`config.mk`:
```
export PLATFORM = sky130hd
export DESIGN_NAME = mp_add_seq
export DESIGN_NICKNAME = d
export VERILOG_FILES = /design/src/rtl/mp_add_seq.sv
export SDC_FILE = /design/constraint.sdc
export NUM_CORES = 1
export LEC_CHECK = 0
export CAP_MARGIN = 20
export CORE_MARGIN = 10
export CORE_UTILIZATION = 28
export DETAILED_ROUTE_END_ITERATION = 7
export PLACE_DENSITY = 0.61
export SLEW_MARGIN = 0
export SYNTH_ARGS = -nofsm -noshare
export SYNTH_HDL_FRONTEND = slang
export SYNTH_SLANG_ARGS = --single-unit
```
`constraint.sdc`:
```
create_clock -name clk -period 2.2 [get_ports clk]
set_clock_uncertainty 0.05 [all_clocks]
set_input_delay 0.44 -clock clk [delete_from_list [all_inputs] [get_ports clk]]
set_output_delay 0.44 -clock clk [all_outputs]
set_load 0.03 [all_outputs]
```
`src/rtl/mp_add_seq.sv`:
```
// Multi-precision add/subtract sequencer: streams NWORDS words, LS word first,
// through one shared external WORD_W-bit adder and chains the carry between passes.
module mp_add_seq #(
  parameter int unsigned WORD_W = 16,
  parameter int unsigned NWORDS = 4
) (
  input  logic                       clk,
  input  logic                       rst_n,
  input  logic                       req_valid,
  output logic                       req_ready,
  input  logic [WORD_W*NWORDS-1:0]   req_a,
  input  logic [WORD_W*NWORDS-1:0]   req_b,
  input  logic                       req_cin,
  input  logic                       req_sub,
  output logic [WORD_W-1:0]          add_a,
  output logic [WORD_W-1:0]          add_b,
  output logic                       add_cin,
  input  logic [WORD_W-1:0]          add_s,
  input  logic                       add_cout,
  output logic                       res_valid,
  input  logic                       res_ready,
  output logic [WORD_W*NWORDS-1:0]   res_sum,
  output logic                       res_cout,
  output logic                       res_ovf
);

  localparam int unsigned W     = WORD_W * NWORDS;
  localparam int unsigned SW    = W - WORD_W;
  localparam int unsigned IDX_W = $clog2(NWORDS);
  localparam logic [IDX_W-1:0] LAST_IDX = IDX_W'(NWORDS - 1);

  typedef enum logic [1:0] {IDLE, RUN, DONE} state_t;

  state_t            state_q, state_d;
  logic [IDX_W-1:0]  idx_q;
  logic [W-1:0]      a_sh, b_sh;
  logic [SW-1:0]     sum_q;
  logic              carry_q;
  logic              a_sign_q, b_sign_q;
  logic              accept, last;

  assign last = (idx_q == LAST_IDX);

  // Operand shifters present the current word in their low bits and drain to zero,
  // so the adder inputs read back as zero whenever no operation is running.
  assign add_a   = a_sh[WORD_W-1:0];
  assign add_b   = b_sh[WORD_W-1:0];
  assign add_cin = carry_q;

  // Next-state decode
  always_comb begin
    state_d = state_q;
    accept  = 1'b0;
    case (state_q)
      IDLE: begin
        if (req_valid) begin
          accept  = 1'b1;
          state_d = RUN;
        end
      end
      RUN: begin
        if (last) state_d = DONE;
      end
      DONE: begin
        if (res_ready) state_d = IDLE;
      end
      default: state_d = IDLE;
    endcase
  end

  // State register
  always_ff @(posedge clk or negedge rst_n) begin
    if (!rst_n) state_q <= IDLE;
    else        state_q <= state_d;
  end

  // Handshake flags track the next state so they equal a pure decode of state_q
  always_ff @(posedge clk or negedge rst_n) begin
    if (!rst_n) begin
      req_ready <= 1'b1;
      res_valid <= 1'b0;
    end else begin
      req_ready <= (state_d == IDLE);
      res_valid <= (state_d == DONE);
    end
  end

  // Word datapath and result registers
  always_ff @(posedge clk or negedge rst_n) begin
    if (!rst_n) begin
      idx_q    <= '0;
      a_sh     <= '0;
      b_sh     <= '0;
      sum_q    <= '0;
      carry_q  <= 1'b0;
      a_sign_q <= 1'b0;
      b_sign_q <= 1'b0;
      res_sum  <= '0;
      res_cout <= 1'b0;
      res_ovf  <= 1'b0;
    end else if (accept) begin
      idx_q    <= '0;
      a_sh     <= req_a;
      b_sh     <= req_sub ? ~req_b : req_b;
      carry_q  <= req_sub ? 1'b1 : req_cin;
      a_sign_q <= req_a[W-1];
      b_sign_q <= req_sub ? ~req_b[W-1] : req_b[W-1];
    end else if (state_q == RUN) begin
      a_sh <= a_sh >> WORD_W;
      b_sh <= b_sh >> WORD_W;
      if (last) begin
        idx_q    <= '0;
        carry_q  <= 1'b0;
        res_sum  <= {add_s, sum_q};
        res_cout <= add_cout;
        res_ovf  <= (a_sign_q == b_sign_q) & (add_s[WORD_W-1] != a_sign_q);
      end else begin
        idx_q   <= idx_q + IDX_W'(1);
        carry_q <= add_cout;
        sum_q   <= (sum_q >> WORD_W) | (SW'(add_s) << (SW - WORD_W));
      end
    end
  end

endmodule

```
==> run summary <==
Based on the critical path, the design can be clocked at up to 466 MHz. The number of optimization iterations in the first detailed-route pass is 7. The number of levels the H-tree was split into is 1. The number of cells on the worst reg-to-reg path is 4. The total number of placement rows came out at 72. The worst voltage drop across the vdd grid is about 0.94 mV.

After layout, the worst setup slack is approximately 56 ps. The critical path's largest stage delay is 740 ps. For the worst setup path, the data required time is 1710 ps. Counting flops with a built-in enable in the synthesized netlist gives 0. The sum of overflow across all layers after global routing came out at 0.

For this design the ratio of total power to cell area is between 1500 and 2000 mW/mm². The antenna violation net count after detailed routing came out at 0. The first-pass GRT wire length came out at 48,500 µm. In the synthesized netlist the async set-or-reset flop fraction comes to 100%.

The die is 217 µm wide. The critical-path cell with the highest stage delay is sky130_fd_sc_hd__clkdlybuf4s50_1. In this design, the largest share of critical-path delay is due to buffers and inverters.

After the first detailed-routing iteration, the DRC count stood at 485. The overall routing resource usage is 12.8%. The detailed-route DRC error count is 0.

The count of mapped cells out of synthesis is 935. The routed wire length per instance came out at ~19 µm. The proportion of layout cells with a drive suffix above 1 is ~17%. The max-slew violation count came out at 0. The worst hold path begins at req_a[49]. Clock tree synthesis found a total of 251 sinks. When the netlist entered floorplanning its net count stood at 1,087.

The most used flip-flop cell after synthesis is sky130_fd_sc_hd__dfrtp_1. The effective utilization at floorplan came out at 28.3%. The half-perimeter wire length after placement is 22,000 µm. The later-pin clock latency in the skew report came out at around 550 ps. Fill cells in the final layout number 3,812. The via count is 7,730. The number of warning messages in the yosys log is 0.

The post-place setup slack came out at 130 ps. The leakage power came out at approximately 6.4 nW. The category of the worst setup path launch point is a flop. The mapped netlist covers 0.0109 mm². The die area is 0.0472 mm².

The number of setup buffers added after CTS is 0. The largest driver fanout on the critical path is 2. Cells fill 38.4% of the core in the end. The number of distinct library cells after synthesis is 35. The clock transition at the registers of the reported paths is 60 ps. TritonCTS built the clock tree. The post-layout net count is 1,297.

The end point of the worst hold path is a_sh[49]. The global placement routability congestion is around 0.8. Data arrives at the worst endpoint at around 1700 ps. The run finished with clean final reports. During placement, the flow inserted port buffers numbering 251.

Averaged over all synthesized cells, the footprint is 11.7 µm². The number of buffer and inverter stages on the critical path came out at 1. The startpoint identified for the worst register-to-register timing path is idx_q[0].

The worst path uses 97.5% of the clock period. The TritonCTS buffer count came out at 29. The clock tree buffer depth came out at 3. The final period demand of the worst path came out at 2140 ps. The number of global-route vias before repair is approximately 8,200. The endpoint identified for the worst register-to-register timing path is sum_q[22]. The core area came out at slightly below 0.04 mm².

Setup violations remaining at the end of the flow were counted as 0. For this block, the routed nets add up to between 30,000 and 40,000 µm of wire. The count of endpoints failing hold in the final timing report is 0. The via-per-instance ratio is roughly 4.6. The area added between synthesis and finish came out at 35.9%.

The initial antenna violation count came out at 4. The worst max-slew margin expressed relative to the limit is between 50% and 60%. The largest net degree at the start of global routing came out at 70. The worst reg-to-reg setup slack came out at 380 ps.

The register area share after synthesis is 57.6%. The critical path endpoint category is a primary output. The path type of the worst setup path is flop to primary output. The critical path goes through clkdlybuf4s50_1. The path class of the lowest-slack min-delay path is primary input to flop. The count of pins on the block boundary is 252. For the pin with the worst max-slew slack, the measured transition is 671 ps. The root buffer cell is sky130_fd_sc_hd__clkbuf_16. The die span in y came out at ~220 µm. The flip-flop and latch count after synthesis is 251. The number of violations of the max-capacitance limit came out at 0. The worst hold path cell count is 3.
==> repair_timing <==
item,in CTS,in global routing
hold buffers,1,0
endpoints found under the hold margin,53,0
gates resized for setup,3,4
endpoints found under the setup margin,3,4
==> area by class of cell <==
cell class,instances,area [µm²],share of cell area [%]
sequential,251,6290,42.5
multi-input combinational,577,4030,27.2
timing repair buffer,284,2920,19.7
clock buffer,40,837,5.65
tap,518,648,4.38
clock inverter,7,68.8,0.465
inverter,2,7.51,0.0507
antenna,2,5.00,0.0338
==> Yosys cell counts (all sizes together) (2+ instances only) <==
| cell | count | area, µm² |
|---|---|---|
| nand2 | 182 | 683 |
| a22oi | 48 | 360 |
| clkbuf | 30 | 113 |
| nor2 | 2 | 10.0 |
| nand3 | 32 | 160 |
| inv | 2 | 7.51 |
| nor2b | 2 | 12.5 |
| a21oi | 3 | 15.0 |
| mux2i | 3 | 30.0 |
| o21ai | 70 | 350 |
| a32oi | 45 | 394 |
| buf | 75 | 504 |
| xor2 | 49 | 429 |
| xnor2 | 15 | 131 |
| mux2 | 114 | 1310 |
| dfrtp | 250 | 6260 |
==> logic make-up after synthesis <==
family / synth area share [%]
buffers and inverters: 5.73
and+or+nand+nor: 8.70
adders and majority gates: 0.115
muxes: 12.3
AOI/OAI and AO/OA: 10.4
xor gates and xnor gates: 5.14
DFF: 57.6
==> layer usage <==
| metal | global-route usage [%] | vias to the layer above | share of wire [%] |
|---|---|---|---|
| li1 | - | 3643 | - |
| met1 | 16.4 | 3799 | 43 |
| met2 | 19.4 | 235 | 45 |
| met3 | 5.27 | 51 | 9.2 |
| met4 | 3.71 | 2 | 2.5 |
| met5 | 0 | - | 0.023 |
==> sequential cells by signal, summed over array words and instances, names as in the netlist, 2 cells and up <==
name     count
state_q      2
idx_q        2
a_sh        64
sum_q       48
res_sum     64
b_sh        64
==> report_power, final <==
group	total [W]	internal, W	switching, W
clock network	0.00463	0.00274	0.00189
registers	0.00808	0.00680	0.00128
logic	0.00964	0.00435	0.00529
total	0.0223	0.0139	0.00846
==> cells in the final DEF (no fill, tap or decap), drive strengths merged, types with 34 or more instances in the layout <==
| cell | count |
|---|---|
| xor2 | 49 |
| buf | 34 |
| clkbuf | 40 |
| mux2 | 114 |
| a32oi | 45 |
| dfrtp | 250 |
| nand2 | 182 |
| o21ai | 70 |
| a22oi | 48 |
| clkdlybuf4s50 | 242 |
==> tightest hold or removal path, stage by stage <==
cell and delay [ps]:
sky130_fd_sc_hd__clkdlybuf4s50_1 390, sky130_fd_sc_hd__nand2_1 50, sky130_fd_sc_hd__nand2_1 40
==> how the worst max path moves through the flow <==
stage           startpoint          end  slack [ps]  depth (start not counted)
3_3_place_gp     req_valid     b_sh[62]         180                          5
4_1_cts        res_sum[20]  res_sum[20]          20                          1
5_1_grt         res_sum[4]   res_sum[4]          -1                          1
2_1_floorplan   state_q[1]    sum_q[38]         630                          6
6_report       res_sum[18]  res_sum[18]          60                          1
3_5_place_dp     req_valid     b_sh[60]         130                          5
==> per-stage QoR <==
stage | instance area [µm²] | total power [W] | TNS, ps | hold WS (ps) | cells
5_1_grt | 14800 | 0.0239 | -1.18 | 363 | 1681
6_report | 14800 | 0.0223 | 0 | 365 | 1681
2_1_floorplan | 10900 | 0.0144 | 0 | 94.4 | 935
3_3_place_gp | 13900 | 0.0178 | 0 | 384 | 1631
3_5_place_dp | 13900 | 0.0180 | 0 | 380 | 1631
4_1_cts | 14800 | 0.0227 | 0 | 330 | 1679
Note: power is estimated with default switching activity, not from simulation.
